## src/rtl/pdes_run_ctl.sv

```systemverilog
// pdes_run_ctl -- dispatch decode, AEG register file and run control for the
// PDES personality.
//
// Decodes start/abort instructions, pulses a start to every enabled engine,
// collects per-engine completions and reduces them into a minimum GVT, a
// summed event count and a run-cycle count, exposed through read-only AEGs.
//
// Optional feature: define PDES_WATCHDOG_EN to enable the run watchdog
// (AEG4 = cycle limit, 0 disables). Without it AEG4 is plain storage.
//
// Ports:
//   clk, i_reset            clock, asynchronous active-high reset
//   disp_inst_vld/inst      instruction strobe and code (0 start, 1 abort)
//   disp_aeg_*              AEG index, read/write strobes, write data
//   disp_aeg_cnt            constant NA
//   disp_exception          one-cycle exception flags
//                           [0] bad inst, [1] bad index, [2] timeout, [3] busy write
//   disp_idle/disp_stall    dispatch handshake
//   disp_rtn_data_vld/data  read return, one cycle after disp_aeg_rd
//   aeg_cfg                 AEG[0..4] flattened, AEG0 in the LSBs
//   eng_start/eng_abort     one-cycle pulses to the engines
//   eng_done/gvt/events     per-engine completion with its GVT and event count
module pdes_run_ctl #(
    parameter int NA      = 16,
    parameter int NUM_ENG = 4,
    parameter int GVT_W   = 16,
    parameter int STAT_W  = 48
) (
    input  logic                      clk,
    input  logic                      i_reset,
    input  logic                      disp_inst_vld,
    input  logic [4:0]                disp_inst,
    input  logic [17:0]               disp_aeg_idx,
    input  logic                      disp_aeg_rd,
    input  logic                      disp_aeg_wr,
    input  logic [63:0]               disp_aeg_wr_data,
    output logic [17:0]               disp_aeg_cnt,
    output logic [15:0]               disp_exception,
    output logic                      disp_idle,
    output logic                      disp_stall,
    output logic                      disp_rtn_data_vld,
    output logic [63:0]               disp_rtn_data,
    output logic [5*64-1:0]           aeg_cfg,
    output logic [NUM_ENG-1:0]        eng_start,
    output logic                      eng_abort,
    input  logic [NUM_ENG-1:0]        eng_done,
    input  logic [NUM_ENG*GVT_W-1:0]  eng_gvt,
    input  logic [NUM_ENG*STAT_W-1:0] eng_events
);
    localparam int IW = $clog2(NA);

    typedef enum logic [1:0] {
        S_IDLE   = 2'd0,
        S_LAUNCH = 2'd1,
        S_RUN    = 2'd2,
        S_DONE   = 2'd3
    } state_t;

    state_t              state;
    logic [63:0]         aeg [NA];
    logic [NUM_ENG-1:0]  mask;
    logic [NUM_ENG-1:0]  pending;
    logic [GVT_W-1:0]    gvt_acc;
    logic [63:0]         ev_acc;
    logic [63:0]         cyc_acc;
    logic                aborted;
    logic                timeout;

    // ---------------- dispatch decode ----------------
    logic          idx_ok, is_cfg, is_ro;
    logic [IW-1:0] idx;
    logic          start_req, abort_req, bad_inst, bad_idx, wr_busy, wr_en;
    logic [63:0]   status, rd_val;

    assign idx       = disp_aeg_idx[IW-1:0];
    assign idx_ok    = disp_aeg_idx < 18'(NA);
    assign is_cfg    = idx_ok && (idx <= IW'(4));
    assign is_ro     = idx_ok && (idx >= IW'(5)) && (idx <= IW'(8));
    assign start_req = disp_inst_vld && (disp_inst == 5'd0);
    assign abort_req = disp_inst_vld && (disp_inst == 5'd1);
    assign bad_inst  = disp_inst_vld && (disp_inst > 5'd1);
    assign bad_idx   = (disp_aeg_rd || disp_aeg_wr) && !idx_ok;
    // Config registers are frozen while a run is in flight.
    assign wr_busy   = disp_aeg_wr && is_cfg && (state != S_IDLE);
    assign wr_en     = disp_aeg_wr && idx_ok && !is_ro && !wr_busy;

    assign status = {60'b0, aborted, timeout, state};
    assign rd_val = !idx_ok            ? 64'b0 :
                    (idx == IW'(5))    ? status : aeg[idx];

    assign disp_aeg_cnt = 18'(NA);
    assign disp_idle    = (state == S_IDLE);
    assign disp_stall   = (state != S_IDLE) || start_req;
    assign aeg_cfg      = {aeg[4], aeg[3], aeg[2], aeg[1], aeg[0]};

    // ---------------- completion reduction ----------------
    // All engines finishing in the same cycle fold into one update.
    logic [NUM_ENG-1:0] pend_nxt;
    logic [GVT_W-1:0]   gvt_nxt;
    logic [63:0]        ev_nxt;
    logic [63:0]        cyc_nxt;

    always_comb begin
        pend_nxt = pending;
        gvt_nxt  = gvt_acc;
        ev_nxt   = ev_acc;
        for (int i = 0; i < NUM_ENG; i++) begin
            if (eng_done[i] && pending[i]) begin
                pend_nxt[i] = 1'b0;
                if (eng_gvt[i*GVT_W +: GVT_W] < gvt_nxt)
                    gvt_nxt = eng_gvt[i*GVT_W +: GVT_W];
                ev_nxt = ev_nxt + 64'(eng_events[i*STAT_W +: STAT_W]);
            end
        end
    end

    // Count including the current RUN cycle, saturating.
    assign cyc_nxt = (cyc_acc == '1) ? cyc_acc : cyc_acc + 64'd1;

    logic wd_fire;
`ifdef PDES_WATCHDOG_EN
    assign wd_fire = (state == S_RUN) && !abort_req &&
                     (aeg[4] != 64'b0) && (cyc_nxt == aeg[4]);
`else
    assign wd_fire = 1'b0;
`endif

    // ---------------- control FSM + register file ----------------
    always_ff @(posedge clk or posedge i_reset) begin
        if (i_reset) begin
            state             <= S_IDLE;
            mask              <= '0;
            pending           <= '0;
            gvt_acc           <= '0;
            ev_acc            <= '0;
            cyc_acc           <= '0;
            aborted           <= 1'b0;
            timeout           <= 1'b0;
            eng_start         <= '0;
            eng_abort         <= 1'b0;
            disp_exception    <= '0;
            disp_rtn_data_vld <= 1'b0;
            disp_rtn_data     <= '0;
            for (int i = 0; i < NA; i++) aeg[i] <= '0;
        end else begin
            eng_start         <= '0;
            eng_abort         <= 1'b0;
            disp_exception    <= {12'b0, wr_busy, wd_fire, bad_idx, bad_inst};
            disp_rtn_data_vld <= disp_aeg_rd;
            disp_rtn_data     <= disp_aeg_rd ? rd_val : 64'b0;
            if (wr_en) aeg[idx] <= disp_aeg_wr_data;

            case (state)
                S_IDLE: if (start_req) begin
                    mask      <= aeg[3][NUM_ENG-1:0];
                    pending   <= aeg[3][NUM_ENG-1:0];
                    eng_start <= aeg[3][NUM_ENG-1:0];
                    state     <= S_LAUNCH;
                end
                S_LAUNCH: begin
                    gvt_acc <= '1;
                    ev_acc  <= '0;
                    cyc_acc <= '0;
                    aborted <= 1'b0;
                    timeout <= 1'b0;
                    state   <= (mask == '0) ? S_DONE : S_RUN;
                end
                S_RUN: begin
                    cyc_acc <= cyc_nxt;
                    gvt_acc <= gvt_nxt;
                    ev_acc  <= ev_nxt;
                    pending <= pend_nxt;
                    // Abort beats a simultaneous final completion.
                    if (abort_req) begin
                        eng_abort <= 1'b1;
                        aborted   <= 1'b1;
                        aeg[8]    <= cyc_nxt;
                        state     <= S_IDLE;
                    end else if (wd_fire) begin
                        eng_abort <= 1'b1;
                        timeout   <= 1'b1;
                        aeg[8]    <= cyc_nxt;
                        state     <= S_IDLE;
                    end else if (pend_nxt == '0) begin
                        state <= S_DONE;
                    end
                end
                S_DONE: begin
                    aeg[6] <= 64'(gvt_acc);
                    aeg[7] <= ev_acc;
                    aeg[8] <= cyc_acc;
                    state  <= S_IDLE;
                end
                default: state <= S_IDLE;
            endcase
        end
    end
endmodule

```

## config.mk

```make
export PLATFORM = sky130hd
export DESIGN_NAME = pdes_run_ctl
export DESIGN_NICKNAME = d
export VERILOG_FILES = /design/src/rtl/pdes_run_ctl.sv
export SDC_FILE = /design/constraint.sdc
export NUM_CORES = 2
export LEC_CHECK = 0
export CAP_MARGIN = 20
export CORE_MARGIN = 2
export CORE_UTILIZATION = 60
export DETAILED_ROUTE_END_ITERATION = 8
export PLACE_DENSITY_LB_ADDON = 0.12
export SETUP_SLACK_MARGIN = 0.02
export SLEW_MARGIN = 25
export SYNTH_ARGS = -nofsm -noshare
export SYNTH_HDL_FRONTEND = slang
export SYNTH_SLANG_ARGS = --single-unit
```

## constraint.sdc

```tcl
create_clock -name clk -period 93 [get_ports clk]
set_input_delay 13.95 -clock clk [delete_from_list [all_inputs] [get_ports clk]]
set_output_delay 13.95 -clock clk [all_outputs]
set_load 0.005 [all_outputs]
```

==> results_dict.tcl <==
set metrics [dict create \
    port_buffers 746 \
    hold_path_class "reg2reg" \
    switchingPower_mw 0.5367 \
    required_ps 79050 \
    avgSynthCellArea_um2 11.13 \
    firstDrtPassIters 6 \
    first_iter_violations 5173 \
    synth-xor-area-share 0.02484 \
    worst_pin_slew_ps 1170 \
    clkTransAtPathRegs_ps 60 \
    synth_edf_count 0 \
    final_cell_mix "1252 x dfrtp_1, 901 x mux2_2, 742 x clkdlybuf4s50_1" \
    max_cap_viol_count 0 \
    routed_wl_um 228500 \
    pwr-share-clk 0.358 \
    synthArstFlopShare 1.000 \
    clock_latency_ps 750 \
    critPathCaptureType "primary output" \
    postCtsSetupRepairBufs 0 \
    timing.hold.ws_ps 372.2 \
    path_class "in2out" \
    skew_ps 26.61 \
    grt_pass1_wl_um 343900 \
    grt_start_max_net_pins 178 \
    routedWlPerCell_um 26.72 \
    fin_crit_sh 0.3249 \
    min_to "aeg[663]" \
    period_minus_slack_ps 30210 \
    ys.flop_type "dfrtp_1" \
    crit_chain "clkdlybuf4s50_1, nor4_1, nand2_1, or2_2, nand2_1, clkdlybuf4s50_1" \
    yosysSeqAreaShare 0.4211 \
    cts.sinks 1252 \
    final_antenna_net_count 0 \
    yosys.area_share.simple 0.08685 \
    syn_inst 6681 \
    yosys.area_share.adder 0.04447 \
    reg2reg_to "ev_acc[60]" \
    ctsHoldBuffers 0 \
    slew_violations 0 \
    die_w_um 356.1 \
    reg2reg_from "ev_acc[0]" \
    antenna_found_initial 27 \
    drc 0 \
    dp_hpwl_um 163400 \
    first_global_vias 54430 \
    layout.cells.non_filler 8553 \
    grt_usage 0.3594 \
    die_h_um 356.1 \
    p_seq_frac 0.367 \
    reg2reg_slack_ps 80590 \
    nFillCells 9074 \
    synth_area_mm2 0.07439 \
    core_mm2 0.1233 \
    drive_gt1_frac 0.2285 \
    peakVddDrop_mv 0.02139 \
    syn_to_final_growth_pct 14.30 \
    netSwitchingFraction 0.3401 \
    hold_path.startpoint "aeg[663]" \
    critPathLaunchType "primary input" \
    slew-limit-headroom 0.2203 \
    synth_top_family_by_area "multiplexers" \
    synth_top_area_cell "dfrtp_1" \
    critical_path.top_delay_family "simple AND/OR/NAND/NOR gates" \
    min_path_cells 0 \
    root_buffer "clkbuf_16" \
    cts_tree "done" \
    hold_viol 0 \
    slowest_stage "nor4_1" \
    cts_buffer_depth 3 \
    r2r_cells 42 \
    synth-compound-area-share 0.1151 \
    vias 54560 \
    overflow 0 \
    status "finished, final reports clean" \
    power.internal_mw 1.041 \
    final_common_cell "dfrtp_1" \
    synth-seq-cells 1252 \
    crit_arrival_ps 16260 \
    max_freq_ghz 0.03310 \
    synthMuxAreaShare 0.2384 \
    ys_types 91 \
    htreeDepth 4 \
    final_nets 7417 \
    cpPeakStageDelay_ps 700 \
    fin_util 0.6896 \
    grt_setup_unrepaired "no" \
    numCtsBuffers 134 \
    comb_power_share 0.275 \
    gp_congestion 0.9364 \
    yosysWarnings 0 \
    cts_resized 0 \
    rows 129 \
    path_buf_inv 2 \
    postPlaceCellArea_mm2 0.08024 \
    design_area_mm2 0.08503 \
    avgViaCountPerCell 6.379 \
    fin_setup_tns_ps 0 \
    yosysTopAreaCellShare 0.4211 \
    dieArea_mm2 0.1268 \
    critPathMaxFanout 6 \
    cellPowerDensity_mw_per_mm2 18.56 \
    finalSetupViolCount 0 \
    post-place-cells 8302 \
    synthTopCellsByArea "dfrtp_1 42%, mux2_2 14%, mux4_2 9.7%" \
    start_util 0.6033 \
    io_pins 778 \
    power.leakage_nw 38.76 \
]
[metal layers]
metal	GRT usage	vias to the layer above	share of wire
met2	0.5768	2088	0.48
met4	0.1115	18	0.031
met1	0.4959	27830	0.41
li1	-	24270	-
met3	0.07222	359	0.078
met5	0	-	0.00053
[flip-flops by register name, summed over array words and instances, names as in the netlist]
signal	count
aeg	704
disp_exception	3
gvt_acc	16
cyc_acc	64
eng_abort	1
pending	4
eng_start	4
ev_acc	64
mask	4
aeg_cfg	320
aborted	1
disp_rtn_data	64
disp_rtn_data_vld	1
state	2
[final cells by class]
| class | instances | area, um2 | area share |
|---|---|---|---|
| Inverter | 161 | 619.3 | 0.007284 |
| Sequential cell | 1252 | 31330 | 0.3685 |
| Clock buffer | 185 | 3889 | 0.04573 |
| Multi-Input combinational cell | 4441 | 38210 | 0.4494 |
| Timing Repair Buffer | 813 | 8093 | 0.09517 |
| Tap cell | 1637 | 2048 | 0.02409 |
| Antenna cell | 10 | 25.02 | 0.0002943 |
| Clock inverter | 54 | 813.3 | 0.009564 |
[worst max path at each step]
stage | startpoint | end | slack, ps | cells after the start
2_1_floorplan | i_reset | aborted | 43770 | 1
3_3_place_gp | disp_inst[1] | disp_stall | 62790 | 6
3_5_place_dp | disp_inst[1] | disp_stall | 62810 | 6
4_1_cts | disp_inst[1] | disp_stall | 62800 | 6
5_1_grt | disp_inst[1] | disp_stall | 62660 | 6
6_report | disp_inst[1] | disp_stall | 62790 | 6
[power by group through the flow]
stage | clock network, mW | logic (mW) | registers [mW]
after floorplan | 0 | 0.296 | 0.575
after global placement | 0 | 0.419 | 0.588
after detailed placement | 0 | 0.423 | 0.588
after CTS | 0.569 | 0.426 | 0.579
after global routing | 0.594 | 0.468 | 0.580
final | 0.565 | 0.434 | 0.580
[metrics by stage]
step / total power [mW] / worst slack (ps)
2_1_floorplan: 0.8706 / 43770
4_1_cts: 1.574 / 62800
6_report: 1.578 / 62790
5_1_grt: 1.641 / 62660
3_3_place_gp: 1.007 / 62790
3_5_place_dp: 1.011 / 62810
[cells in the mapped netlist, types with 28 or more instances]
cell,instances
dfrtp_1,1252
mux2_2,901
clkbuf_1,452
a21oi_1,410
nand2_1,383
buf_4,351
mux4_2,320
o21ai_0,303
nor2_1,288
ha_1,258
inv_1,160
nor2b_1,147
nor3_1,138
xnor2_1,127
a21o_1,115
nand3_1,98
xor2_1,84
nand4_1,61
o211ai_1,57
o2bb2ai_1,55
a22o_1,51
buf_1,46
and3_1,43
a31oi_1,42
a211oi_1,41
or3_1,41
nand2b_1,39
mux2i_1,38
o21a_1,35
o21bai_1,28
o22ai_1,28
[cells by family (layout without fill, tap and decap cells)]
| logic type | Yosys count | in the layout |
|---|---|---|
| AOI/OAI and AO/OA | 1342 | 1342 |
| xor gates and xnor gates | 211 | 211 |
| adders and majority gates | 262 | 262 |
| buffers and inverters | 1017 | 1213 |
| DFF | 1252 | 1252 |
| muxes | 1259 | 1259 |
| other | 2 | 41 |
| and+or+nand+nor | 1336 | 1336 |
No activity file was read; power rests on OpenSTA's default activity.
